==> src/rtl/column_shift_pkg.sv <==
// Shared definitions for the column-select receive chain.
package column_shift_pkg;

  // Bits per chain stage; the column interface is byte-based.
  localparam int SPI_SIZE = 8;

  // Width of the per-byte bit counter.
  localparam int CNT_W = $clog2(SPI_SIZE);

  // Value every chain stage and the latched outputs hold after reset.
  localparam logic [SPI_SIZE-1:0] RESET_DATA = 8'hFF;

  // Receive FSM: IDLE on a byte boundary, SHIFTING mid-byte, LATCH for one
  // cycle after a storage strobe.
  typedef enum logic [1:0] {
    IDLE     = 2'd0,
    SHIFTING = 2'd1,
    LATCH    = 2'd2
  } state_t;

endpackage

==> src/rtl/column_shift_rx_sync_edge.sv <==
// sync_edge: 2-flop synchroniser for an asynchronous pin followed by a
// rising-edge detector. All flops reset to the pin's idle level so that
// releasing reset never looks like an edge.
module sync_edge #(
  parameter logic RESET_LEVEL = 1'b0
) (
  input  logic clk,
  input  logic rst,
  input  logic din,
  output logic sync_out,
  output logic rise
);

  logic s1;
  logic s2;
  logic s3;

  // Two synchroniser stages plus one history flop for edge detection.
  always_ff @(posedge clk or posedge rst) begin
    if (rst) begin
      s1 <= RESET_LEVEL;
      s2 <= RESET_LEVEL;
      s3 <= RESET_LEVEL;
    end else begin
      s1 <= din;
      s2 <= s1;
      s3 <= s2;
    end
  end

  assign sync_out = s2;
  assign rise     = s2 & ~s3;

endmodule

==> src/rtl/column_shift_rx.sv <==
// column_shift_rx: receive-side model of the column-select shift-register
// chain. Oversamples ser_clk/ser/stcp/enable on clk, assembles bytes
// MSB-first into a COLUMN_NUMBER-deep chain and, on each stcp rising edge,
// latches the chain and decodes the active-low select bit.
// Optional feature: define COLUMN_SHIFT_RX_ERR_EN to enable the sticky
// frame_error detector; otherwise frame_error is tied low.
module column_shift_rx
  import column_shift_pkg::*;
#(
  parameter  int COLUMN_NUMBER = 3,
  localparam int IDX_W = (COLUMN_NUMBER > 1) ? $clog2(COLUMN_NUMBER) : 1
) (
  input  logic                              clk,
  input  logic                              rst,
  input  logic                              ser_clk,
  input  logic                              ser,
  input  logic                              stcp,
  input  logic                              enable,
  output logic [COLUMN_NUMBER*SPI_SIZE-1:0] column_data,
  output logic [IDX_W-1:0]                  active_column,
  output logic                              column_valid,
  output logic                              extra_bit,
  output logic                              outputs_on,
  output logic                              latch_pulse,
  output logic                              frame_error
);

  logic ser_d1;
  logic ser_d2;

  logic ser_clk_level;
  logic ser_clk_rise;
  logic stcp_level;
  logic stcp_rise;
  logic enable_level;
  logic enable_rise;
  logic unused_sync;

  logic [SPI_SIZE-1:0] asm_reg;
  logic [CNT_W-1:0]    bit_cnt;
  logic [CNT_W-1:0]    bit_cnt_next;
  logic                byte_done;
  logic [SPI_SIZE-1:0] new_byte;

  logic [SPI_SIZE-1:0] chain [COLUMN_NUMBER];

  state_t state;
  state_t state_next;
  logic   latch_en;

  logic [IDX_W-1:0] sel_idx;
  logic [IDX_W:0]   zero_cnt;
  logic             sel_valid;
  logic             sel_extra;

  sync_edge #(.RESET_LEVEL(1'b0)) u_sync_ser_clk (
    .clk      (clk),
    .rst      (rst),
    .din      (ser_clk),
    .sync_out (ser_clk_level),
    .rise     (ser_clk_rise)
  );

  sync_edge #(.RESET_LEVEL(1'b0)) u_sync_stcp (
    .clk      (clk),
    .rst      (rst),
    .din      (stcp),
    .sync_out (stcp_level),
    .rise     (stcp_rise)
  );

  sync_edge #(.RESET_LEVEL(1'b1)) u_sync_enable (
    .clk      (clk),
    .rst      (rst),
    .din      (enable),
    .sync_out (enable_level),
    .rise     (enable_rise)
  );

  // Synchroniser outputs this block has no use for.
  assign unused_sync = &{1'b0, ser_clk_level, stcp_level, enable_rise};

  // Delay ser by two flops so it lines up with the synchronised ser_clk edge.
  always_ff @(posedge clk or posedge rst) begin
    if (rst) begin
      ser_d1 <= 1'b0;
      ser_d2 <= 1'b0;
    end else begin
      ser_d1 <= ser;
      ser_d2 <= ser_d1;
    end
  end

  // Next bit count, byte-complete flag and the byte that would complete now.
  always_comb begin
    bit_cnt_next = bit_cnt;
    byte_done    = 1'b0;
    new_byte     = {asm_reg[SPI_SIZE-2:0], ser_d2};
    if (ser_clk_rise) begin
      bit_cnt_next = bit_cnt + CNT_W'(1);
      byte_done    = (bit_cnt == CNT_W'(SPI_SIZE - 1));
    end
  end

  // Assembly register and bit counter advance on every ser_clk edge.
  always_ff @(posedge clk or posedge rst) begin
    if (rst) begin
      asm_reg <= '0;
      bit_cnt <= '0;
    end else if (ser_clk_rise) begin
      asm_reg <= new_byte;
      bit_cnt <= bit_cnt_next;
    end
  end

  // Completed bytes enter stage 0 and push older stages toward the end.
  always_ff @(posedge clk or posedge rst) begin
    if (rst) begin
      for (int k = 0; k < COLUMN_NUMBER; k++) begin
        chain[k] <= RESET_DATA;
      end
    end else if (byte_done) begin
      for (int k = COLUMN_NUMBER - 1; k > 0; k--) begin
        chain[k] <= chain[k-1];
      end
      chain[0] <= new_byte;
    end
  end

  // FSM state register.
  always_ff @(posedge clk or posedge rst) begin
    if (rst) begin
      state <= IDLE;
    end else begin
      state <= state_next;
    end
  end

  // FSM next state: a storage strobe always wins; otherwise the bit counter
  // decides whether a partial byte is in progress.
  always_comb begin
    state_next = state;
    latch_en   = 1'b0;
    case (state)
      LATCH: begin
        latch_en   = 1'b1;
        state_next = (bit_cnt_next != '0) ? SHIFTING : IDLE;
      end
      default: begin
        if (stcp_rise) begin
          state_next = LATCH;
        end else begin
          state_next = (bit_cnt_next != '0) ? SHIFTING : IDLE;
        end
      end
    endcase
  end

  // Decode the active-low select bit: lowest zero stage wins, valid if unique.
  always_comb begin
    sel_idx   = '0;
    zero_cnt  = '0;
    sel_extra = chain[0][1];
    for (int k = COLUMN_NUMBER - 1; k >= 0; k--) begin
      if (!chain[k][0]) begin
        sel_idx   = IDX_W'(k);
        sel_extra = chain[k][1];
        zero_cnt  = zero_cnt + (IDX_W+1)'(1);
      end
    end
    sel_valid = (zero_cnt == (IDX_W+1)'(1));
  end

  // Latched outputs update only during the LATCH cycle.
  always_ff @(posedge clk or posedge rst) begin
    if (rst) begin
      column_data   <= {COLUMN_NUMBER{RESET_DATA}};
      active_column <= '0;
      column_valid  <= 1'b0;
      extra_bit     <= 1'b1;
      latch_pulse   <= 1'b0;
    end else begin
      latch_pulse <= latch_en;
      if (latch_en) begin
        for (int k = 0; k < COLUMN_NUMBER; k++) begin
          column_data[k*SPI_SIZE +: SPI_SIZE] <= chain[k];
        end
        active_column <= sel_idx;
        column_valid  <= sel_valid;
        extra_bit     <= sel_extra;
      end
    end
  end

  assign outputs_on = ~enable_level;

`ifdef COLUMN_SHIFT_RX_ERR_EN
  // Sticky error: latch taken mid-byte or without exactly one selected stage.
  always_ff @(posedge clk or posedge rst) begin
    if (rst) begin
      frame_error <= 1'b0;
    end else if (latch_en && ((bit_cnt != '0) || !sel_valid)) begin
      frame_error <= 1'b1;
    end
  end
`else
  assign frame_error = 1'b0;
`endif

endmodule

==> config.mk <==
export PLATFORM = sky130hd
export DESIGN_NAME = column_shift_rx
export DESIGN_NICKNAME = d
export VERILOG_FILES = /design/src/rtl/column_shift_pkg.sv /design/src/rtl/column_shift_rx_sync_edge.sv /design/src/rtl/column_shift_rx.sv
export SDC_FILE = /design/constraint.sdc
export NUM_CORES = 1
export LEC_CHECK = 0
export ABC_AREA = 1
export CORE_UTILIZATION = 45
export DETAILED_ROUTE_END_ITERATION = 6
export HOLD_SLACK_MARGIN = 0.1
export PLACE_DENSITY = 0.67
export SYNTH_ARGS = -nofsm -noshare
export SYNTH_HDL_FRONTEND = slang
export SYNTH_SLANG_ARGS = --single-unit
export TNS_END_PERCENT = 30
==> constraint.sdc <==
create_clock -name clk -period 2.9 [get_ports clk]
set_input_delay 0.58 -clock clk [delete_from_list [all_inputs] [get_ports clk]]
set_output_delay 0.58 -clock clk [all_outputs]
set_load 0.05 [all_outputs]
# Yosys cells after proc, flatten, opt, wreduce, memory -nomap -nowiden
# Index checks and enable logic that the tools add are counted.
# word_totals
regBits	75
inputBits	6
output_inout_bits	31
wordCells	48
# classes
addsub	3
n_eq_ne	3
muxes	15
bitwise_logic	5
n_reduce_logical	1
# ops
operator	count
2-bit two-way mux	5
3-bit by 1-bit adder with 3-bit output, second input constant	3
3-bit two-way mux	3
1-bit two-way mux	7
3-bit by 1-bit equality test with 1-bit output, second input constant	1
3-bit equality test, second input constant	1
1-bit NOT	3
3-bit nonzero test	1
1-bit AND	2
2-bit equality test, second input constant	1

# Depth between registers and ports, before layout
# logic_depth
ltp_word	7
mapped_depth	8
ltp_nobuf	8

# Hierarchy
# From an unflattened synthesis, not the netlist that was laid out.
# hier_totals
cells_unflattened	289
hier_area_um2	3031.7
# by_module_without_submodules
mod	n_inst	cells_per_inst	area_per_inst_um2	seq_area_each_um2
column_shift_rx	1	271	2761.4	1737.9
sync_edge (u_sync_ser_clk ...)	2	6	88.8	75.1
sync_edge (u_sync_enable)	1	6	92.6	78.8

# Worst setup path after synthesis
# No wires, ideal clock.
# synth_path
kind	flip-flop to flip-flop
startpoint	register bit_cnt[0]
endpoint	register state[0]
setup_ns	0.113
t_arrival_ns	1.157
required_ns	2.787
path_slack_ns	1.630
stages_incl_launch_ff	9
path_buffers	0
synth_period_minus_slack_ns	1.270
path_cell_list	dfrtp_1 -> ha_1 -> ha_1 -> inv_1 -> nand3_1 -> nand2_1 -> nand3_1 -> nand2_1 -> inv_1
# synth_via
elab_chain_len	6
# synth_rtl
element	line_no	rtl
start: declaration	column_shift_rx.sv:40	logic [CNT_W-1:0] bit_cnt;
start signal: assignment	column_shift_rx.sv:112	bit_cnt <= bit_cnt_next;
3-bit by 1-bit adder with 3-bit output	column_shift_rx.sv:100	bit_cnt_next = bit_cnt + CNT_W'(1);
3-bit two-way mux *	column_shift_rx.sv:99	if (ser_clk_rise) begin
3-bit nonzero test *	column_shift_rx.sv:147, column_shift_rx.sv:153	
1-bit two-way mux *	column_shift_rx.sv:147, column_shift_rx.sv:153	
2-bit two-way mux	column_shift_rx.sv:150	if (stcp_rise) begin
2-bit two-way mux *	column_shift_rx.sv:144	case (state)
named net state_next[0]	column_shift_rx.sv:48	state_t state_next;
end signal: assignment	column_shift_rx.sv:135	state <= state_next;
end: declaration	column_shift_rx.sv:47	state_t state;
# Mark *: on every way through the listed nets, which the timed path passes. The rest lies on a longest branch.
# A chain may end at the register's enable or synchronous reset.

# Final worst setup path
# layout_path
startpoint	register column_data[9]
endpoint	output port column_data[9]
# layout_rtl
element	line_no	rtl
start: declaration	column_shift_rx.sv:19	output logic [COLUMN_NUMBER*SPI_SIZE-1:0] column_data,
start signal: assignment	column_shift_rx.sv:177	column_data <= {COLUMN_NUMBER{RESET_DATA}};
start signal: indexed assignment	column_shift_rx.sv:186	column_data[k*SPI_SIZE +: SPI_SIZE] <= chain[k];
# No word-level cell between the ends.

==> flow_summary.html <==
<table>
<tr><th>Metric</th><th>Value</th></tr>
<tr><th colspan="2">Global routing</th></tr>
<tr><td>Via count of the first global-routing pass</td><td>1767</td></tr>
<tr><td>Wire length of the first global-routing pass</td><td>7700 um</td></tr>
<tr><td>Antenna violations before repair</td><td>0</td></tr>
<tr><td>All-layer global routing usage</td><td>15.3%</td></tr>
<tr><td>Total grt overflow</td><td>0</td></tr>
<tr><td>Largest net degree at the start of global routing</td><td>57</td></tr>
<tr><th colspan="2">Setup path</th></tr>
<tr><td>Worst Setup Path Type</td><td>flop to primary output</td></tr>
<tr><td>Worst Setup Start Kind</td><td>flop</td></tr>
<tr><td>Number of cell instances on the worst register-to-register path</td><td>6</td></tr>
<tr><td>Cell chain of the critical path</td><td>clkdlybuf4s50_1</td></tr>
<tr><td>Worst Path Max Fanout</td><td>2</td></tr>
<tr><td>Worst path buffer plus inverter count</td><td>1</td></tr>
<tr><td>Worst reg2reg path startpoint</td><td>bit_cnt[0]</td></tr>
<tr><td>Arr. time, crit path</td><td>1.68 ns</td></tr>
<tr><td>Worst setup slack for register-to-register paths</td><td>1.35 ns</td></tr>
<tr><td>Cell with the largest stage delay on the worst path</td><td>sky130_fd_sc_hd__clkdlybuf4s50_1</td></tr>
<tr><td>Stage delay of the slowest cell on the critical path</td><td>0.80 ns</td></tr>
<tr><td>Worst flop-to-flop path endpoint</td><td>chain[13]</td></tr>
<tr><td>Setup crit end kind</td><td>primary output</td></tr>
<tr><td>Required time at the endpoint of the critical path</td><td>2.32 ns</td></tr>
<tr><td>Gate family responsible for the most delay along the worst path</td><td>buffers and inverters</td></tr>
<tr><td>CP Launch Point</td><td>column_data[9]</td></tr>
<tr><th colspan="2">Clocking</th></tr>
<tr><td>Hold Buf Count CTS</td><td>0</td></tr>
<tr><td>Root buf cell</td><td>sky130_fd_sc_hd__clkbuf_8</td></tr>
<tr><td>H-tree lvl count</td><td>3</td></tr>
<tr><td>Inserted Clock Buffers</td><td>9</td></tr>
<tr><td>Number of gates resized after CTS</td><td>0</td></tr>
<tr><td>Number of clock sinks</td><td>75</td></tr>
<tr><td>Register clock-pin slew on the reported worst setup and hold paths</td><td>0.07 ns</td></tr>
<tr><td>CTS tree</td><td>done</td></tr>
<tr><td>Clock latency on the worst-skew pair</td><td>0.34 ns</td></tr>
<tr><td>Post-CTS Setup Bufs</td><td>0</td></tr>
<tr><td>Maximum root-to-sink buffer count</td><td>2</td></tr>
<tr><th colspan="2">Die</th></tr>
<tr><td>DIE WIDTH</td><td>82.8 um</td></tr>
<tr><td>Core ar.</td><td>0.00631 mm2</td></tr>
<tr><td>Initial Util</td><td>46.5%</td></tr>
<tr><td>Row count</td><td>29</td></tr>
<tr><td>Die height</td><td>82.8 um</td></tr>
<tr><td>Die area</td><td>0.00685 mm2</td></tr>
<tr><td># IOs</td><td>37</td></tr>
<tr><th colspan="2">Power</th></tr>
<tr><td>Power Density</td><td>1110 mW/mm2</td></tr>
<tr><td>Static leakage</td><td>1.52 nW</td></tr>
<tr><td>Internal</td><td>2.48 mW</td></tr>
<tr><td>Maximum vdd ir drop</td><td>673 uV</td></tr>
<tr><td>Comb power frac</td><td>34.3%</td></tr>
<tr><td>Switching power as a share of total power</td><td>36.6%</td></tr>
<tr><td>Part of the total power dissipated in the clock network</td><td>21.4%</td></tr>
<tr><td>Post-layout total power</td><td>3.92 mW</td></tr>
<tr><td>Power share of the sequential group</td><td>44.2%</td></tr>
<tr><td>Switching power total</td><td>1.43 mW</td></tr>
<tr><th colspan="2">Final layout</th></tr>
<tr><td>Antenna cells</td><td>0</td></tr>
<tr><td>Post-synthesis to final-layout area growth</td><td>20.2%</td></tr>
<tr><td>Number of nets at the end of the flow</td><td>334</td></tr>
<tr><td>Share of the core filled with cells in the final layout</td><td>55.9%</td></tr>
<tr><td>Design Area, Final</td><td>0.00353 mm2</td></tr>
<tr><td>Non-filler cells, final</td><td>405</td></tr>
<tr><td>Ratio of cells with drive above 1 in the final layout</td><td>23.2%</td></tr>
<tr><td>Fill cells</td><td>551</td></tr>
<tr><th colspan="2">Logic synthesis</th></tr>
<tr><td>Leading post-synthesis cells by cell area</td><td>sky130_fd_sc_hd__dfstp_2, sky130_fd_sc_hd__dfrtp_1, sky130_fd_sc_hd__nand2_1</td></tr>
<tr><td>Share of async-settable or async-resettable flops after synthesis</td><td>100%</td></tr>
<tr><td>Flip-flop cell with the highest count after synthesis</td><td>sky130_fd_sc_hd__dfstp_2</td></tr>
<tr><td>Sequential element share of the synthesized area</td><td>66.1%</td></tr>
<tr><td>Mean area per synthesized cell</td><td>10.3 um2</td></tr>
<tr><td>Top-count cell post-synth</td><td>sky130_fd_sc_hd__nand2_1</td></tr>
<tr><td>Synth warnings</td><td>0</td></tr>
<tr><td>Post-Syn Nets</td><td>297</td></tr>
<tr><td>Top cell type's share of synthesized area</td><td>45.7%</td></tr>
<tr><td>Yosys reg bits</td><td>75</td></tr>
<tr><td>List of most frequent post-synthesis cells</td><td>sky130_fd_sc_hd__nand2_1, sky130_fd_sc_hd__dfstp_2, sky130_fd_sc_hd__inv_1</td></tr>
<tr><td>Post-synth top area cell</td><td>sky130_fd_sc_hd__dfstp_2</td></tr>
<tr><td>Number of synthesized flops with an enable pin</td><td>0</td></tr>
<tr><td>Number of library cell types mapped by synthesis</td><td>20</td></tr>
<tr><td>Post-synth design cell area</td><td>0.00294 mm2</td></tr>
<tr><td>Synthesized instance count</td><td>286</td></tr>
<tr><th colspan="2">Routing</th></tr>
<tr><td>Vias</td><td>1848</td></tr>
<tr><td>Overall routed net length</td><td>4470 um</td></tr>
<tr><td>Router iterations before antenna repair</td><td>4</td></tr>
<tr><td>Number of nets with antenna violations after detailed routing</td><td>0</td></tr>
<tr><td>Wire length per cell</td><td>11.0 um</td></tr>
<tr><td>Number of design rule violations left after detail routing</td><td>0</td></tr>
<tr><td>Vias per inst</td><td>4.56</td></tr>
<tr><td>Detailed router's first-iteration violation count</td><td>87</td></tr>
<tr><th colspan="2">Worst hold path</th></tr>
<tr><td>Hold/Removal Path Class</td><td>flop to flop</td></tr>
<tr><td>Worst hold path startpoint</td><td>u_sync_stcp.s1</td></tr>
<tr><td>Worst min-delay path endpoint</td><td>u_sync_stcp.sync_out</td></tr>
<tr><td>Cell depth of the worst min-delay path</td><td>0</td></tr>
<tr><th colspan="2">STA</th></tr>
<tr><td>Time the worst path needs with I/O delays and setup</td><td>2.26 ns</td></tr>
<tr><td>Worst relative slew slack</td><td>66.0%</td></tr>
<tr><td>Setup ws final</td><td>0.639 ns</td></tr>
<tr><td>Hold WS</td><td>0.349 ns</td></tr>
<tr><td>Count of final setup violators</td><td>0</td></tr>
<tr><td>Setup repair after global routing missed its margin</td><td>no</td></tr>
<tr><td>Final-report hold violation count</td><td>0</td></tr>
<tr><td>Max Freq</td><td>442 MHz</td></tr>
<tr><td>Post-Route Skew</td><td>0.00420 ns</td></tr>
<tr><td>Final period util</td><td>78.0%</td></tr>
<tr><td>Slew at the pin closest to its max-slew limit</td><td>0.508 ns</td></tr>
<tr><td>Setup TNS</td><td>0 ns</td></tr>
<tr><td>Pins over their slew limit</td><td>0</td></tr>
<tr><th colspan="2">Placement</th></tr>
<tr><td>Minimum setup slack after placement</td><td>1.00 ns</td></tr>
<tr><td>Placed cell area</td><td>0.00332 mm2</td></tr>
<tr><td>DP HPWL</td><td>2910 um</td></tr>
<tr><td>Routability-driven placement congestion ratio</td><td>0.750</td></tr>
<tr><td>Number of port buffers</td><td>35</td></tr>
<tr><td>Cell total after placement</td><td>389</td></tr>
<tr><th colspan="2">Status</th></tr>
<tr><td>Result of the run</td><td>finished, final reports clean</td></tr>
<tr><th colspan="2">Flow run</th></tr>
<tr><td>Max-cap check violation count</td><td>0</td></tr>
</table>
cell usage in the layout (no fill, tap or decap), drive strengths merged:
| cell | netlist | final |
|---|---|---|
| conb | 1 | 1 |
| clkinvlp | 0 | 1 |
| nand3b | 1 | 1 |
| buf | 11 | 4 |
| nand3 | 6 | 6 |
| inv | 40 | 40 |
| nand2 | 88 | 88 |
| bufinv | 0 | 2 |
| nor2 | 3 | 3 |
| dfstp | 51 | 51 |
| clkbuf | 2 | 11 |
| o21ai | 50 | 50 |
| ha | 5 | 5 |
| dfrtp | 24 | 24 |
| a21oi | 4 | 4 |
| clkinv | 0 | 2 |
| clkdlybuf4s50 | 0 | 35 |
cell type report:
class | count | area [um2] | share of cell area [%]
Sequential cell | 75 | 1940 | 55.0
Multi-Input combinational cell | 158 | 738 | 20.9
Timing Repair Buffer | 39 | 393 | 11.1
Inverter | 40 | 150 | 4.26
Clock buffer | 11 | 131 | 3.72
Tap cell | 77 | 96.3 | 2.73
Clock inverter | 5 | 77.6 | 2.20
how the worst max path moves through the flow:
stage	end	slack, ns	cells past startpoint
floorplan	active_column[0]	0.49	1
global placement	column_data[6]	1.00	1
detailed placement	column_data[13]	1.00	1
CTS	column_data[13]	0.62	1
global route	column_data[11]	0.59	1
finish	column_data[9]	0.64	1
per-layer routing:
metal / part of all wire (%) / routed length, um / vias up / track usage (%)
met1: 50 / 2220 / 854 / 19.6
met2: 44 / 1970 / 29 / 23.5
met5: 0 / 0 / - / 0
li1: - / - / 955 / -
met4: 2.7 / 121 / 0 / 9.31
met3: 3.5 / 158 / 10 / 3.63
logic make-up after synthesis:
| logic type | after synthesis | share of synthesized area, % |
|---|---|---|
| simple gates | 98 | 13.2 |
| flops | 75 | 66.1 |
| compound gates | 54 | 9.72 |
| buf+inv | 53 | 8.74 |
| fa+ha+maj | 5 | 2.13 |
| other cells | 1 | 0.128 |
power by group through the flow:
stage	Clock (mW)	Combinational, mW	Sequential (mW)
detailed placement	0	1.36	1.75
finish	0.840	1.34	1.73
CTS	0.862	1.36	1.73
global placement	0	1.33	1.74
floorplan	0	0.476	2.24
global route	0.909	1.49	1.78
Note: power is estimated with default switching activity, not from simulation.
